### src/rtl/fp_spec_pkg.sv
// Shared constants, flag vector type and narrow-pack helper for the
// special-case select/pack pipeline.
package fp_spec_pkg;

   localparam int EW_DEF  = 11;
   localparam int FW_DEF  = 52;
   localparam int SEW_DEF = 8;
   localparam int SFW_DEF = 23;
   localparam int NW_DEF  = 1 + SEW_DEF + SFW_DEF;

   localparam int FLG_INV = 0;
   localparam int FLG_DBZ = 1;
   localparam int FLG_OVF = 2;
   localparam int FLG_UNF = 3;
   localparam int FLG_INX = 4;

   typedef logic [4:0] flags_t;

   // Narrow word is sign, low exponent bits and the top fraction bits.
   function automatic logic [NW_DEF-1:0] pack_narrow(
      input logic               sign,
      input logic [SEW_DEF-1:0] e,
      input logic [SFW_DEF-1:0] f
   );
      return {sign, e, f};
   endfunction

endpackage

### src/rtl/fp_spec_sel.sv
// Combinational special-result select (NAN > INF > ZERO > normal) and
// IEEE flag computation.
module fp_spec_sel
   import fp_spec_pkg::*;
#(
   parameter int EW = EW_DEF,
   parameter int FW = FW_DEF
) (
   input  logic          s,
   input  logic [EW-1:0] eout,
   input  logic [FW-1:0] fout,
   input  logic [FW:0]   nan,
   input  logic          ZERO,
   input  logic          NAN,
   input  logic          INF,
   input  logic          INV,
   input  logic          OVF,
   input  logic          OVFen,
   input  logic          UNFen,
   input  logic          TINY,
   input  logic          DBZ,
   input  logic          siginx,
   output logic          sign_o,
   output logic [EW-1:0] exp_o,
   output logic [FW-1:0] frac_o,
   output flags_t        flags_o
);

   always_comb begin
      sign_o = s;
      exp_o  = eout;
      frac_o = fout;
      if (NAN) begin
         sign_o = nan[FW];
         exp_o  = '1;
         frac_o = nan[FW-1:0];
      end else if (INF) begin
         exp_o  = '1;
         frac_o = '0;
      end else if (ZERO) begin
         exp_o  = '0;
         frac_o = '0;
      end
   end

   // Overflow is meaningless once the result is already NaN or infinity.
   always_comb begin
      flags_o          = '0;
      flags_o[FLG_INV] = INV;
      flags_o[FLG_DBZ] = DBZ;
      flags_o[FLG_OVF] = OVF & ~NAN & ~INF;
      flags_o[FLG_UNF] = TINY & (UNFen | siginx);
      flags_o[FLG_INX] = siginx | (OVF & ~OVFen & ~NAN & ~INF);
   end

endmodule

### src/rtl/fp_spec_pack_pipe.sv
// Two-stage valid/ready pipeline: select + flags, then pack to wide or
// replicated narrow, with sticky status and trap signalling.
module fp_spec_pack_pipe
   import fp_spec_pkg::*;
#(
   parameter int EW  = EW_DEF,
   parameter int FW  = FW_DEF,
   parameter int SEW = SEW_DEF,
   parameter int SFW = SFW_DEF
) (
   input  logic             clk,
   input  logic             rst,
   input  logic             in_valid,
   output logic             in_ready,
   input  logic             s,
   input  logic [EW-1:0]    eout,
   input  logic [FW-1:0]    fout,
   input  logic [FW:0]      nan,
   input  logic             ZERO,
   input  logic             NAN,
   input  logic             INF,
   input  logic             INV,
   input  logic             OVF,
   input  logic             OVFen,
   input  logic             UNFen,
   input  logic             TINY,
   input  logic             DBZ,
   input  logic             siginx,
   input  logic             db,
   output logic             out_valid,
   input  logic             out_ready,
   output logic [EW+FW:0]   fp_out,
   output flags_t           IEEEp,
   input  logic             flags_clr,
   input  flags_t           trap_en,
   output flags_t           sticky,
   output logic             trap,
   output flags_t           trap_cause
);

   localparam int DW = 1 + EW + FW;
   localparam int NW = 1 + SEW + SFW;

   logic          sel_sign;
   logic [EW-1:0] sel_exp;
   logic [FW-1:0] sel_frac;
   flags_t        sel_flags;

   fp_spec_sel #(.EW(EW), .FW(FW)) u_sel (
      .s(s), .eout(eout), .fout(fout), .nan(nan),
      .ZERO(ZERO), .NAN(NAN), .INF(INF), .INV(INV), .OVF(OVF),
      .OVFen(OVFen), .UNFen(UNFen), .TINY(TINY), .DBZ(DBZ), .siginx(siginx),
      .sign_o(sel_sign), .exp_o(sel_exp), .frac_o(sel_frac), .flags_o(sel_flags)
   );

   logic          v1_q, v1_d, v2_q, v2_d;
   logic          sign1_q, sign1_d, db1_q, db1_d;
   logic [EW-1:0] exp1_q, exp1_d;
   logic [FW-1:0] frac1_q, frac1_d;
   flags_t        flg1_q, flg1_d;
   logic [DW-1:0] fp_q, fp_d;
   flags_t        ieee_q, ieee_d, sticky_q, sticky_d, cause_q, cause_d;
   logic          trap_q, trap_d;

   logic          ready1, accept_in, load2, accept_out;
   logic [NW-1:0] narrow_w;
   logic [DW-1:0] packed_n;
   flags_t        hit;

   always_comb begin
      ready1    = ~v2_q | out_ready;
      in_ready  = ~v1_q | ready1;
      accept_in = in_valid & in_ready;
      load2     = v1_q & ready1;

      v1_d    = in_ready ? in_valid : v1_q;
      sign1_d = accept_in ? sel_sign  : sign1_q;
      exp1_d  = accept_in ? sel_exp   : exp1_q;
      frac1_d = accept_in ? sel_frac  : frac1_q;
      flg1_d  = accept_in ? sel_flags : flg1_q;
      db1_d   = accept_in ? db        : db1_q;

      narrow_w              = pack_narrow(sign1_q, exp1_q[SEW-1:0], frac1_q[FW-1 -: SFW]);
      packed_n              = '0;
      packed_n[2*NW-1:0]    = {narrow_w, narrow_w};

      v2_d   = ready1 ? v1_q : v2_q;
      fp_d   = load2 ? (db1_q ? {sign1_q, exp1_q, frac1_q} : packed_n) : fp_q;
      ieee_d = load2 ? flg1_q : ieee_q;
   end

   // Status bookkeeping only reacts to results actually taken downstream.
   always_comb begin
      accept_out = v2_q & out_ready;
      hit        = ieee_q & trap_en;
      sticky_d   = sticky_q;
      if (accept_out) begin
         sticky_d = flags_clr ? ieee_q : (sticky_q | ieee_q);
      end else if (flags_clr) begin
         sticky_d = '0;
      end
      trap_d  = accept_out & (|hit);
      cause_d = (accept_out && (hit != '0)) ? hit : cause_q;
   end

   always_ff @(posedge clk or posedge rst) begin
      if (rst) begin
         v1_q     <= 1'b0;
         v2_q     <= 1'b0;
         sign1_q  <= 1'b0;
         db1_q    <= 1'b0;
         exp1_q   <= '0;
         frac1_q  <= '0;
         flg1_q   <= '0;
         fp_q     <= '0;
         ieee_q   <= '0;
         sticky_q <= '0;
         trap_q   <= 1'b0;
         cause_q  <= '0;
      end else begin
         v1_q     <= v1_d;
         v2_q     <= v2_d;
         sign1_q  <= sign1_d;
         db1_q    <= db1_d;
         exp1_q   <= exp1_d;
         frac1_q  <= frac1_d;
         flg1_q   <= flg1_d;
         fp_q     <= fp_d;
         ieee_q   <= ieee_d;
         sticky_q <= sticky_d;
         trap_q   <= trap_d;
         cause_q  <= cause_d;
      end
   end

   assign out_valid  = v2_q;
   assign fp_out     = fp_q;
   assign IEEEp      = ieee_q;
   assign sticky     = sticky_q;
   assign trap       = trap_q;
   assign trap_cause = cause_q;

endmodule
### config.mk
export PLATFORM = sky130hd
export DESIGN_NAME = fp_spec_pack_pipe
export DESIGN_NICKNAME = d
export VERILOG_FILES = /design/src/rtl/fp_spec_pkg.sv /design/src/rtl/fp_spec_sel.sv /design/src/rtl/fp_spec_pack_pipe.sv
export SDC_FILE = /design/constraint.sdc
export NUM_CORES = 1
export LEC_CHECK = 0
export BUFFER_PORTS_ARGS = -buffer_cell sky130_fd_sc_hd__buf_2
export CORE_MARGIN = 2
export CORE_UTILIZATION = 30
export DETAILED_ROUTE_END_ITERATION = 8
export PLACE_DENSITY = 0.55
export SYNTH_ARGS = -nofsm -noshare
export SYNTH_HDL_FRONTEND = slang
export SYNTH_HIERARCHICAL = 1
export SYNTH_SLANG_ARGS = --single-unit
### constraint.sdc
create_clock -name clk -period 4.8 [get_ports clk]
set_input_delay 0.96 -clock clk [delete_from_list [all_inputs] [get_ports clk]]
set_output_delay 0.96 -clock clk [all_outputs]
set_load 0.05 [all_outputs]
# Yosys cells after proc, flatten, opt, wreduce, memory -nomap -nowiden
# Cells that the tools add are included.
[classes] bitwise=21 reduce_logical=4 muxes=11
[ops] operator="$mux 52" count=3
[ops] operator="$mux 63" count=1
[ops] operator="$mux 11" count=3
[ops] operator="$mux 5" count=3
[ops] operator="$and 1x1->1" count=10
[ops] operator="$and 5x5->5" count=1
[ops] operator="$not 1->1" count=5
[ops] operator="$or 5x5->5" count=1
[ops] operator="$reduce_bool 5->1" count=1
[ops] operator="$reduce_or 5->1" count=1
[ops] operator="$or 1x1->1" count=4
[ops] operator="$reduce_bool 2->1" count=1
[ops] operator="$logic_and 1x1->1" count=1
[ops] operator="$mux 1" count=1
[totals] elab_cells=48 in_bits=138 regBits=152 out_inout_bits=82

# Logic depth before layout (Yosys ltp)
[logic_depth] ltp_word=5 mapped_depth=5 depth_no_buf=3

# Hierarchy
# The synthesis kept the hierarchy.
[modules_own_cells] mod="fp_spec_pack_pipe" seq_area_each_um2=3803.6 n_inst=1 area_per_inst_um2=6421.2 cells_each=536
[modules_own_cells] mod="fp_spec_sel" seq_area_each_um2=0.0 n_inst=1 area_per_inst_um2=1061.0 cells_each=153

# Worst setup path before layout
# Ideal clock, no wire load.
[synth_path] path_kind="input port to output port" start="input port out_ready" end="output port in_ready" n_path_buf=0 t_required_ns=3.840 path_stages=1 t_arrival_ns=1.375 path_slack_ns=2.465 cell_sequence="nand3b_2"
[synth_via] elab_chain_len=2
[synth_rtl] element="start: declaration" line_no="fp_spec_pack_pipe.sv:31" text="input logic out_ready,"
[synth_rtl] element="$or 1x1->1" line_no="fp_spec_pack_pipe.sv:71" text="ready1 = ~v2_q | out_ready;"
[synth_rtl] element="$or 1x1->1" line_no="fp_spec_pack_pipe.sv:72" text="in_ready = ~v1_q | ready1;"
[synth_rtl] element="end: declaration" line_no="fp_spec_pack_pipe.sv:14" text="output logic in_ready,"
# Every way passes these cells.

# Worst setup path after layout
[layout_path] start="register v1_q" end="output port in_ready"
[layout_via] elab_chain_len=2
[layout_rtl] element="start: declaration" line_no="fp_spec_pack_pipe.sv:56" text="logic v1_q, v1_d, v2_q, v2_d;"
[layout_rtl] element="start signal: assignment" line_no="fp_spec_pack_pipe.sv:121" text="v1_q <= v1_d;"
[layout_rtl] element="$not 1->1" line_no="fp_spec_pack_pipe.sv:72"
[layout_rtl] element="$or 1x1->1" line_no="fp_spec_pack_pipe.sv:72"
# Every way passes these cells.

==> results by group <==
Global routing
  – Grt ovf: 0
  – Vias in the first global route: 5690
  – Global-route wire length before repair: 31.4 mm
  – Initial antenna violation count: 2
  – Total track usage: 15.2%
  – Largest net degree at the start of global routing: 96

Power
  – PwrDens: 489 nW/um2
  – Total Power: 4.56 mW
  – Static Leak: 4.16 nW
  – Peak VDD IR: 0.217 mV

Timing
  – Peak Freq: 375 MHz
  – Tightest Pin Transition: 1.06 ns
  – Total negative setup slack: 0 ns
  – Final Max Slew Viols: 0
  – # setup viols final: 0
  – Fin. Hold Viols: 0
  – Setup Skew: 0.0127 ns
  – Fin crit period: 2.67 ns
  – Final WS setup: 2.13 ns
  – RSZ-0062 raised after global routing: false
  – Fin Hold WS: 0.505 ns
  – Fin crit share: 55.5%
  – Slew HR: 29.6%

Floorplan
  – Die span in x: 162 um
  – Core Region: 24400 um2
  – Die Y: 162 um
  – FP Rows: 57
  – Die area: 26200 um2
  – Ports: 220
  – Starting Density: 30.7%

Detailed routing
  – Drt via density: 4.84
  – Drc violations: 0
  – ANT nets after route: 0
  – Via count: 5839
  – DR pass1 iterations: 5
  – Drt total wl: 20.0 mm
  – 1st-iter DRT viols: 233
  – Wire length per cell: 16.6 um

Final layout
  – Fin nets: 1007
  – Layout cell share with drive strength beyond 1: 38.7%
  – Post-Layout Cell Count: 1206
  – # diodes: 0
  – Fillcell total: 2504
  – Synth-to-Final Area Change: 24.6%

Place
  – Dpl hpwl: 13.3 mm
  – Port Buf Inserts: 219
  – Placement Setup Slack: 2.01 ns
  – GPL Wtd Cong: 0.710
  – Placed Instances: 1174

Run
  – Max-Cap Viols: 0

Synthesis
  – Synth async-reset ratio: 100%
  – Syn nets: 827
  – Synth cell types: 26
  – Cell type with the largest total area after synthesis: dfrtp_1
  – Seq/Total Area, Yosys: 50.8%
  – Post-Syn Area: 7480 um2
  – Post-synth EDFFs: 0
  – Top FF cell, synth: dfrtp_1
  – Ys Warns: 6
  – Most used standard cell by instance count after synthesis: dfrtp_1
  – Yosys top cell area share: 50.8%
  – Yosys reg bits: 152
  – Cells after Synth: 689
  – Top post-synthesis cells by count: dfrtp_1, mux2_2, nand2_1
  – Syn avg cell area: 10.9 um2
  – Synth area leaders: dfrtp_1, mux2_2, a41oi_1

Clock network
  – Post-CTS sizing: 0
  – Clock sinks: 152
  – CTS root buffer: clkbuf_16
  – CTS tree: built
  – Clock Tree Buf Depth: 2
  – H-tree depth: 4
  – Clock slew at the register clock pins of the worst setup and hold paths: 0.06 ns
  – Hold Buf Count CTS: 0
  – Post CTS Setup Buffer Count: 0
  – CTS Buf Count: 17
  – Skew-Pair Late Insertion Delay: 0.42 ns

Critical path
  – Setup CP Type: flop to output port
  – Largest fanout on the critical path: 61
  – CP arrival: 1.71 ns
  – CP max-delay cell: dfrtp_4
  – Endpoint type of the worst setup path: output port
  – Critical Path Start Type: flop
  – Worst EP required: 3.84 ns
  – Max incr delay on CP: 0.82 ns
  – Worst-path cell chain: nand3b_2, buf_2

Run status
  – Outcome: finished clean

Hold path
  – Hold Path Class: flop to flop
==> layer usage <==
| layer | routed length [um] | track usage, % | up-vias | share of wire [%] |
|---|---|---|---|---|
| li1 | - | - | 2853 | - |
| met1 | 9580 | 21.1 | 2797 | 48 |
| met2 | 9060 | 23.8 | 165 | 45 |
| met3 | 1200 | 4.24 | 20 | 6.0 |
| met4 | 133 | 3.02 | 4 | 0.66 |
| met5 | 27 | 0 | - | 0.13 |
==> cell usage in the layout, fill, tap and decap left out, types with 2 or more instances in the layout <==
master	netlist	layout
buf_4	3	7
nor2b_1	52	52
a21oi_1	65	65
clkinvlp_4	0	5
clkinv_4	0	2
nand2b_1	34	33
a31oi_1	2	2
dfrtp_4	0	2
o22ai_1	5	5
inv_1	23	22
and2_1	2	2
inv_6	0	3
dfrtp_1	152	150
a22o_1	52	52
nand2_1	74	74
mux2_2	77	77
o21ai_0	16	16
clkbuf_1	17	2
bufinv_16	0	4
buf_2	28	218
a41oi_1	62	62
clkbuf_16	0	17
==> path summary, 6_finish.rpt <==
| check | startpoint | end | slack, ns | depth (start not counted) |
|---|---|---|---|---|
| setup / recovery | v1_q | in_ready | 2.13 | 2 |
| hold / removal | frac1_q[1] | frac1_q[1] | 0.51 | 1 |
| setup reg to reg | v1_q | frac1_q[33] | 2.40 | 3 |
| hold reg to reg | frac1_q[1] | frac1_q[1] | 0.51 | 1 |
| max in group asynchronous | rst | fp_out[19] | 3.28 | 3 |
| min in group asynchronous | rst | flg1_q[2] | 0.65 | 2 |
==> power breakdown <==
group | switching [mW] | internal, mW
logic | 0.965 | 0.416
clock network | 0.569 | 0.878
registers | 0.201 | 1.53
total | 1.74 | 2.83
==> kinds of logic after synthesis <==
group / Yosys count / share of synthesized area [%]
mux: 78 / 11.7
flops: 152 / 50.8
simple gates: 166 / 11.5
buf+inv: 88 / 6.24
compound gates: 205 / 19.7
==> critical path: cells and delay by family, from the launching register on <==
family	cells	cell delay (ns)
flops	1	0.82
simple gates	1	0.20
buf+inv	1	0.26
==> layout make-up <==
type	instances	area, um2	share of cell area (%)
clock buffer	19	433	4.64
clock inverter	13	194	2.08
inverter	23	90.1	0.966
multi-input combinational	449	3220	34.6
sequential	152	3810	40.9
tap	324	405	4.35
timing repair buffer	226	1160	12.5
==> per-stage QoR <==
stage               utilization (%)  instance area (um2)
floorplan                         -                 7490
global placement               35.6                 8690
detailed placement             35.6                 8690
CTS                            38.2                 9320
global route                   38.2                 9320
finish                         38.2                 9320
==> sequential cells by signal, indices dropped and copies added (netlist names) <==
| signal | flops |
|---|---|
| IEEEp | 5 |
| trap | 1 |
| trap_cause | 5 |
| exp1_q | 11 |
| frac1_q | 52 |
| out_valid | 1 |
| db1_q | 1 |
| fp_out | 64 |
| v1_q | 1 |
| sign1_q | 1 |
| sticky | 5 |
| flg1_q | 5 |
(Power assumes the default switching activity.)
